<file path="config.mk">
export PLATFORM = sky130hd
export DESIGN_NAME = data_bus_master
export DESIGN_NICKNAME = d
export VERILOG_FILES = /design/src/rtl/data_bus_master.sv
export SDC_FILE = /design/constraint.sdc
export NUM_CORES = 1
export LEC_CHECK = 0
export ABC_CLOCK_PERIOD_IN_PS = 2600
export BUFFER_PORTS_ARGS = -buffer_cell sky130_fd_sc_hd__buf_2
export CAP_MARGIN = 20
export CORE_MARGIN = 2
export CORE_UTILIZATION = 40
export DETAILED_ROUTE_END_ITERATION = 8
export PLACE_DENSITY = 0.76
export REMOVE_ABC_BUFFERS = 1
export SLEW_MARGIN = 20
export SYNTH_ARGS = -nofsm -noshare
export SYNTH_HDL_FRONTEND = slang
export SYNTH_SLANG_ARGS = --single-unit
export TNS_END_PERCENT = 50
</file>
<file path="constraint.sdc">
create_clock -name clk -period 2.6 [get_ports clk]
set_clock_uncertainty 0.15 [all_clocks]
set_input_delay 0.39 -clock clk [delete_from_list [all_inputs] [get_ports clk]]
set_output_delay 0.39 -clock clk [all_outputs]
set_load 0.01 [all_outputs]
</file>
<file path="src/rtl/data_bus_master.sv">
// -----------------------------------------------------------------------------
// data_bus_master
// Data-side bus initiator for the MEM stage. Converts a MEM-stage load/store
// into a single SRAM-like transaction (req / addr_ok / data_ok), stalls the
// pipeline while it is outstanding, and holds the last returned load word.
//
// Ports
//   clk, rst             clock, asynchronous active-low reset
//   flush                pipeline flush (exception / eret)
//   stall_all            global stall applied to MEM (includes our own request)
//   mem_read_flag        MEM-stage load
//   mem_write_flag       MEM-stage store
//   mem_sel              byte-lane select
//   mem_addr             byte address
//   mem_write_data       lane-aligned store data
//   stall_request        request to stall the pipeline
//   ram_read_data        captured raw load word, feeds MEM/WB
//   data_req             bus request
//   data_wr              1 = write
//   data_size            0 = byte, 1 = half, 2 = word
//   data_addr            bus address
//   data_wdata           bus write data
//   data_addr_ok         request accepted by the bridge
//   data_data_ok         read data returned / write completed
//   data_rdata           bus read data
// -----------------------------------------------------------------------------
module data_bus_master #(
  parameter int ADDR_WIDTH = 32,
  parameter int DATA_WIDTH = 32
) (
  input  logic                  clk,
  input  logic                  rst,
  input  logic                  flush,
  input  logic                  stall_all,
  input  logic                  mem_read_flag,
  input  logic                  mem_write_flag,
  input  logic [3:0]            mem_sel,
  input  logic [ADDR_WIDTH-1:0] mem_addr,
  input  logic [DATA_WIDTH-1:0] mem_write_data,
  output logic                  stall_request,
  output logic [DATA_WIDTH-1:0] ram_read_data,
  output logic                  data_req,
  output logic                  data_wr,
  output logic [1:0]            data_size,
  output logic [ADDR_WIDTH-1:0] data_addr,
  output logic [DATA_WIDTH-1:0] data_wdata,
  input  logic                  data_addr_ok,
  input  logic                  data_data_ok,
  input  logic [DATA_WIDTH-1:0] data_rdata
);

  typedef enum logic [1:0] {
    S_IDLE      = 2'd0,
    S_REQ       = 2'd1,
    S_WAIT_DATA = 2'd2,
    S_DONE      = 2'd3
  } state_t;

  state_t                r_state;
  state_t                w_next;
  logic                  r_cancel;
  logic                  w_cancel_next;
  logic [ADDR_WIDTH-1:0] r_addr;
  logic [DATA_WIDTH-1:0] r_wdata;
  logic                  r_wr;
  logic [1:0]            r_size;
  logic [DATA_WIDTH-1:0] r_rdata;

  logic w_access;
  logic w_cancel;
  logic w_latch;
  logic w_capture;
  logic w_stall;
  logic w_req;

  // Lane mask to transfer size; unusual masks fall back to a word access.
  function automatic logic [1:0] sel_to_size(input logic [3:0] sel);
    logic [1:0] size;
    case (sel)
      4'b1111:                            size = 2'd2;
      4'b0011, 4'b1100:                   size = 2'd1;
      4'b0001, 4'b0010, 4'b0100, 4'b1000: size = 2'd0;
      default:                            size = 2'd2;
    endcase
    return size;
  endfunction

  assign w_access = (mem_read_flag | mem_write_flag) & ~flush;
  // A flush in the same cycle as data_ok must discard the data as well.
  assign w_cancel = r_cancel | flush;

  always_comb begin
    w_next        = r_state;
    w_latch       = 1'b0;
    w_capture     = 1'b0;
    w_stall       = 1'b0;
    w_req         = 1'b0;
    w_cancel_next = 1'b0;
    case (r_state)
      S_IDLE: begin
        w_stall = w_access;
        if (w_access) begin
          w_latch = 1'b1;
          w_next  = S_REQ;
        end
      end
      S_REQ: begin
        // The request is never withdrawn; a flush only marks it cancelled.
        w_stall       = 1'b1;
        w_req         = 1'b1;
        w_cancel_next = w_cancel;
        if (data_addr_ok) begin
          w_next = S_WAIT_DATA;
        end
      end
      S_WAIT_DATA: begin
        w_stall       = 1'b1;
        w_cancel_next = w_cancel;
        if (data_data_ok) begin
          w_capture     = ~r_wr & ~w_cancel;
          w_cancel_next = 1'b0;
          w_next        = w_cancel ? S_IDLE : S_DONE;
        end
      end
      S_DONE: begin
        // Wait for the pipeline to move past this instruction so it is
        // not issued a second time.
        if (!stall_all || flush) begin
          w_next = S_IDLE;
        end
      end
      default: begin
        w_next = S_IDLE;
      end
    endcase
  end

  always_ff @(posedge clk or negedge rst) begin
    if (!rst) begin
      r_state  <= S_IDLE;
      r_cancel <= 1'b0;
      r_addr   <= '0;
      r_wdata  <= '0;
      r_wr     <= 1'b0;
      r_size   <= 2'd0;
      r_rdata  <= '0;
    end else begin
      r_state  <= w_next;
      r_cancel <= w_cancel_next;
      if (w_latch) begin
        r_addr  <= mem_addr;
        r_wdata <= mem_write_data;
        r_wr    <= mem_write_flag;
        r_size  <= sel_to_size(mem_sel);
      end
      if (w_capture) begin
        r_rdata <= data_rdata;
      end
    end
  end

  // stall_request is combinational in IDLE; keep it low while reset is held.
  assign stall_request = w_stall & rst;
  assign data_req      = w_req;
  assign data_wr       = r_wr;
  assign data_size     = r_size;
  assign data_addr     = r_addr;
  assign data_wdata    = r_wdata;
  assign ram_read_data = r_rdata;

endmodule

</file>
-- After elaboration in Yosys (flattened, before gate mapping)
Index checks and enable logic that the tools add are counted.
- muxes and demuxes: 15
- reduce and logical (&&, ||, !) cells: 7
- bitwise gates (word level): 8
- equality and inequality tests: 13
- operators with widths (cell ; count):
    $mux 2 ; 5
    $eq 4x2->1 const B ; 2
    $eq 4x4->1 const B ; 2
    $ne 2x2->1 const B ; 4
    $pmux 2 s4 ; 1
    $mux 1 ; 6
    $eq 2x2->1 const B ; 2
    $eq 4x1->1 const B ; 1
    $eq 4x3->1 const B ; 1
    $pmux 1 s2 ; 2
    $pmux 2 s2 ; 1
    $reduce_and 4->1 ; 1
    $reduce_or 2->1 ; 2
    $reduce_or 4->1 ; 1
    $and 1x1->1 ; 3
    $not 1->1 ; 3
    $eq 2x1->1 const B ; 1
    $logic_not 2->1 ; 1
    $or 1x1->1 ; 2
    $logic_not 1->1 ; 1
    $logic_or 1x1->1 ; 1
- word-level logic and storage cells: 50
- register bits: 102

-- Logic depth before layout (Yosys ltp)
- word-level depth: 5
- depth in mapped cells: 8

-- Worst setup path after synthesis
OpenSTA, ideal clock, no wires.
- path kind: register to output
- start point: reg r_state[0]
- end point: out stall_request
- data required time: 2.060 ns
- buffers on the path: 2
- arrival time: 1.589 ns
- path slack: 0.471 ns
- stages on the path, launching flop included: 9
- path through: dfrtp_1 -> inv_1 -> ha_1 -> inv_1 -> or2_1 -> buf_6 -> buf_6 -> nor2b_1 -> nor3b_2
- cells in the longest elaborated chain, start to end: 4
- elaborated cells between the ends (all ways): 6
- those cells by class: eq/ne: 2; mux: 1; bitwise: 1; reduce/logical: 2
- ends and longest elaborated chain (what ; line ; text):
    from (decl) ; 59 ; state_t r_state;
    from (signal assigned) ; 148 ; r_state <= w_next;
    $eq 2x2->1 or $eq 2x1->1 (tied branches) ; 99 ; case (r_state)
    $reduce_or 2->1 (no source line) ; - ;
    $pmux 1 s2 * ; 99 ;
    $and 1x1->1 * ; 163 ; assign stall_request = w_stall & rst;
    to (decl) ; 40 ; output logic stall_request,
Every way passes the cells marked *; elsewhere a longest branch is shown, timed or not.

-- Final worst setup path
Same ends and word-level chain as after synthesis.

==> impl_results.md <==
* Hold Crit Start: mem_addr[27]
* WP data required at 2.06 ns
* Largest net degree at the start of global routing at 103
* Area share of fa/ha/maj cells after synthesis at 1.77%
* P&R area growth vs syn at 32.5%
* Die span in x at 107 um
* Minimum clock period at 2.50 ns
* Pre-Repair DR Iteration Count at 4
* Clock buffer depth at 2
* GPL Wtd Cong at 0.805
* Outcome: finished clean
* Routed vias/inst at 4.53
* Sink Count at 102
* Final period util at 96.0%
* Worst Path Class, Setup: flop to output port
* Maxcap violations at 0
* Post-synthesis compound-gate area fraction at 1.68%
* Num CTS Buffers at 9
* Combinational share of power at 43.5%
* Syn Inst Count at 244
* Post-synth top area cell: dfrtp_1
* Endpoints failing setup at 0
* Leak Pwr at 3.07 nW
* Final non-filler cell area at 5630 um2
* Top cell type's share of synthesized area at 60.0%
* Maximum VDD drop at 0.000502 V
* # fillers at 858
* Fraction of the yosys area taken by sequential cells at 60.0%
* Post-Route WL at 8.48 mm
* DP Wirelength at 6.31 mm
* Post-Place Setup Slack at 0.428 ns
* Unrepaired setup endpoints after global routing: no
* Critical path startpoint: r_state[0]
* Sequential Power Share at 41.7%
* XOR/XNOR Fraction of Synth Area at 0.206%
* Worst min-delay path class: input pin to flop
* Starting Density at 41.2%
* Mapped Avg Cell Area at 17.4 um2
* Root Driver: clkbuf_8
* H-tree depth at 3
* Io pins at 209
* Die Ht at 107 um
* Placed inst area at 5410 um2
* Slew Viols, Final at 0
* Power share of the clock group at 14.8%
* YS warnings at 0
* First-pass GRT wire length at 13.5 mm
* # rows at 37
* Commonest non-fill, non-tap cells in the layout: buf_2, dfrtp_1, mux2_4, mux2_2, clkbuf_8
* Ant diodes at 0
* Worst Path Arrival at 1.96 ns
* Final hold slack at 0.110 ns
* CP Cell Sequence: inv_2, ha_2, inv_1, or2_4, nor2b_1, nor3b_2, buf_2
* Post-synthesis mux area share at 31.4%
* Final Hold Vio Count at 0
* DRC at 0
* Startpoint Class: flop
* Switching share of power at 31.5%
* Final nets at 572
* Cell area after synthesis at 4250 um2
* Final ANT Viol Nets at 0
* Final worst slack at 0.103 ns
* Port Buf Inserts at 208
* Grt ovf at 0
* Commonest non-fill, non-tap cell in the layout: buf_2
* Slew @ Worst Pin at 0.521 ns
* Wire per inst at 14.2 um
* Vias in the first global route at 2,821
* CORE AREA at 10,300 um2
* Clock transition at the registers of the reported paths at 0.09 ns
* Die Area at 11,500 um2
* Launch point of the worst reg-to-reg path: r_state[0]
* Initial antenna violation count at 0
* Max-slew headroom at 65.3%
* Gr usage total at 15.1%
* CTS tree: done
* P_int at 4.64 mW
* Post-Synth Simple-Gate Area at 2.06%
* NetSw at 2.14 mW
* CP max stage cell: dfrtp_2
* Distinct cell type count after synthesis at 22
* Post-layout util at 54.6%
* Initial drt markers at 79
* Post-synthesis register bit count at 102
* Max frequency at 400 MHz
* CP peak stage delay at 0.45 ns
* Power Density at 1200 nW/um2
* Largest family of logic cells by synthesized area: multiplexers
* Worst skew pair latency at 0.34 ns
* Total power at 6.77 mW
* Worst setup EP type: output port
* Share of layout cells above drive strength 1 at 72.0%
* Via Count at 2,698
* Synth area leaders: dfrtp_1, mux2_4, mux2_2, buf_6, ha_1
* Critical-path maximum fanout at 8
-- metrics by stage --
stage / instances / TNS (ns)
after floorplan: 233 / -77.57
after global placement: 580 / 0
after detailed placement: 580 / 0
after CTS: 594 / 0
after global routing: 596 / 0
final: 596 / 0
-- layout make-up --
class / count / area, um2 / area share, %
Tap cell: 136 / 170 / 3.02
Clock buffer: 11 / 131 / 2.33
Timing Repair Buffer: 214 / 1120 / 19.8
Inverter: 4 / 15.0 / 0.267
Sequential cell: 102 / 2550 / 45.4
Multi-Input combinational cell: 127 / 1580 / 28.1
Clock inverter: 2 / 60.1 / 1.07
-- critical path, delay by kind of cell, from the launching register on --
| kind | cells | cell delay [ns] |
|---|---|---|
| flip-flops | 1 | 0.45 |
| buffers and inverters | 3 | 0.30 |
| adder cells (fa/ha/maj) | 1 | 0.19 |
| AND/OR/NAND/NOR | 3 | 0.68 |
-- state kept, by name, summed over array words and instances (netlist names) --
| register | cells |
|---|---|
| data_addr | 32 |
| data_wdata | 32 |
| ram_read_data | 32 |
| data_size | 2 |
| r_state | 2 |
| data_wr | 1 |
| r_cancel | 1 |
-- kinds of logic after synthesis --
kind of cell,Yosys count
and+or+nand+nor,13
xor gates and xnor gates,1
AOI/OAI and AO/OA,10
buffers and inverters,15
DFF,102
adders and majority gates,6
muxes,97
-- routing by layer --
layer / part of all wire (%) / vias up / wire length (um) / GRT usage (%)
met1: 41 / 1281 / 3510 / 17.9
met3: 8.1 / 15 / 683 / 3.53
li1: - / 1271 / - / -
met4: 2.3 / 0 / 194 / 7.33
met2: 48 / 131 / 4090 / 25.7
met5: 0 / - / 0 / 0
-- synthesized netlist by cell type --
master / number
a21oi_1: 1
mux2_4: 65
nor3b_2: 2
nand3b_1: 1
nor2_1: 2
o221a_2: 1
a31oi_1: 2
a2111oi_2: 1
buf_6: 8
dfrtp_1: 102
and3b_1: 1
o21ai_0: 4
o21bai_1: 1
xor2_1: 1
ha_1: 6
nand2_1: 2
nor2b_1: 3
or2_1: 1
buf_2: 3
inv_1: 4
and3_1: 1
mux2_2: 32
-- timing repair --
action                                 4_1_cts  5_1_grt
gates resized for setup                      0        5
setup endpoints to repair                    0        1
setup buffers                                0        2
hold buffers                                 1        0
endpoints found under the hold margin       57        0
-- power groups by stage --
| stage | sequential (mW) | combinational (mW) | clock (mW) |
|---|---|---|---|
| after CTS | 2.83 | 2.97 | 1.05 |
| after global placement | 2.82 | 2.90 | 0 |
| after detailed placement | 2.83 | 2.98 | 0 |
| after floorplan | 3.19 | 1.51 | 0 |
| after global routing | 2.93 | 3.17 | 1.11 |
| final | 2.82 | 2.95 | 1.00 |
-- final timing paths --
kind                       cells after the start           endpoint  slack (ns)
hold reg to reg                                2       data_size[1]        0.33
setup reg to reg                               6      data_addr[23]        0.59
setup / recovery                               7      stall_request        0.10
hold / removal                                 2      data_addr[27]        0.11
min in group asynchronous                      3  ram_read_data[15]        0.55
max in group asynchronous                      3         r_state[1]        1.32
Note: power is estimated with default switching activity, not from simulation.
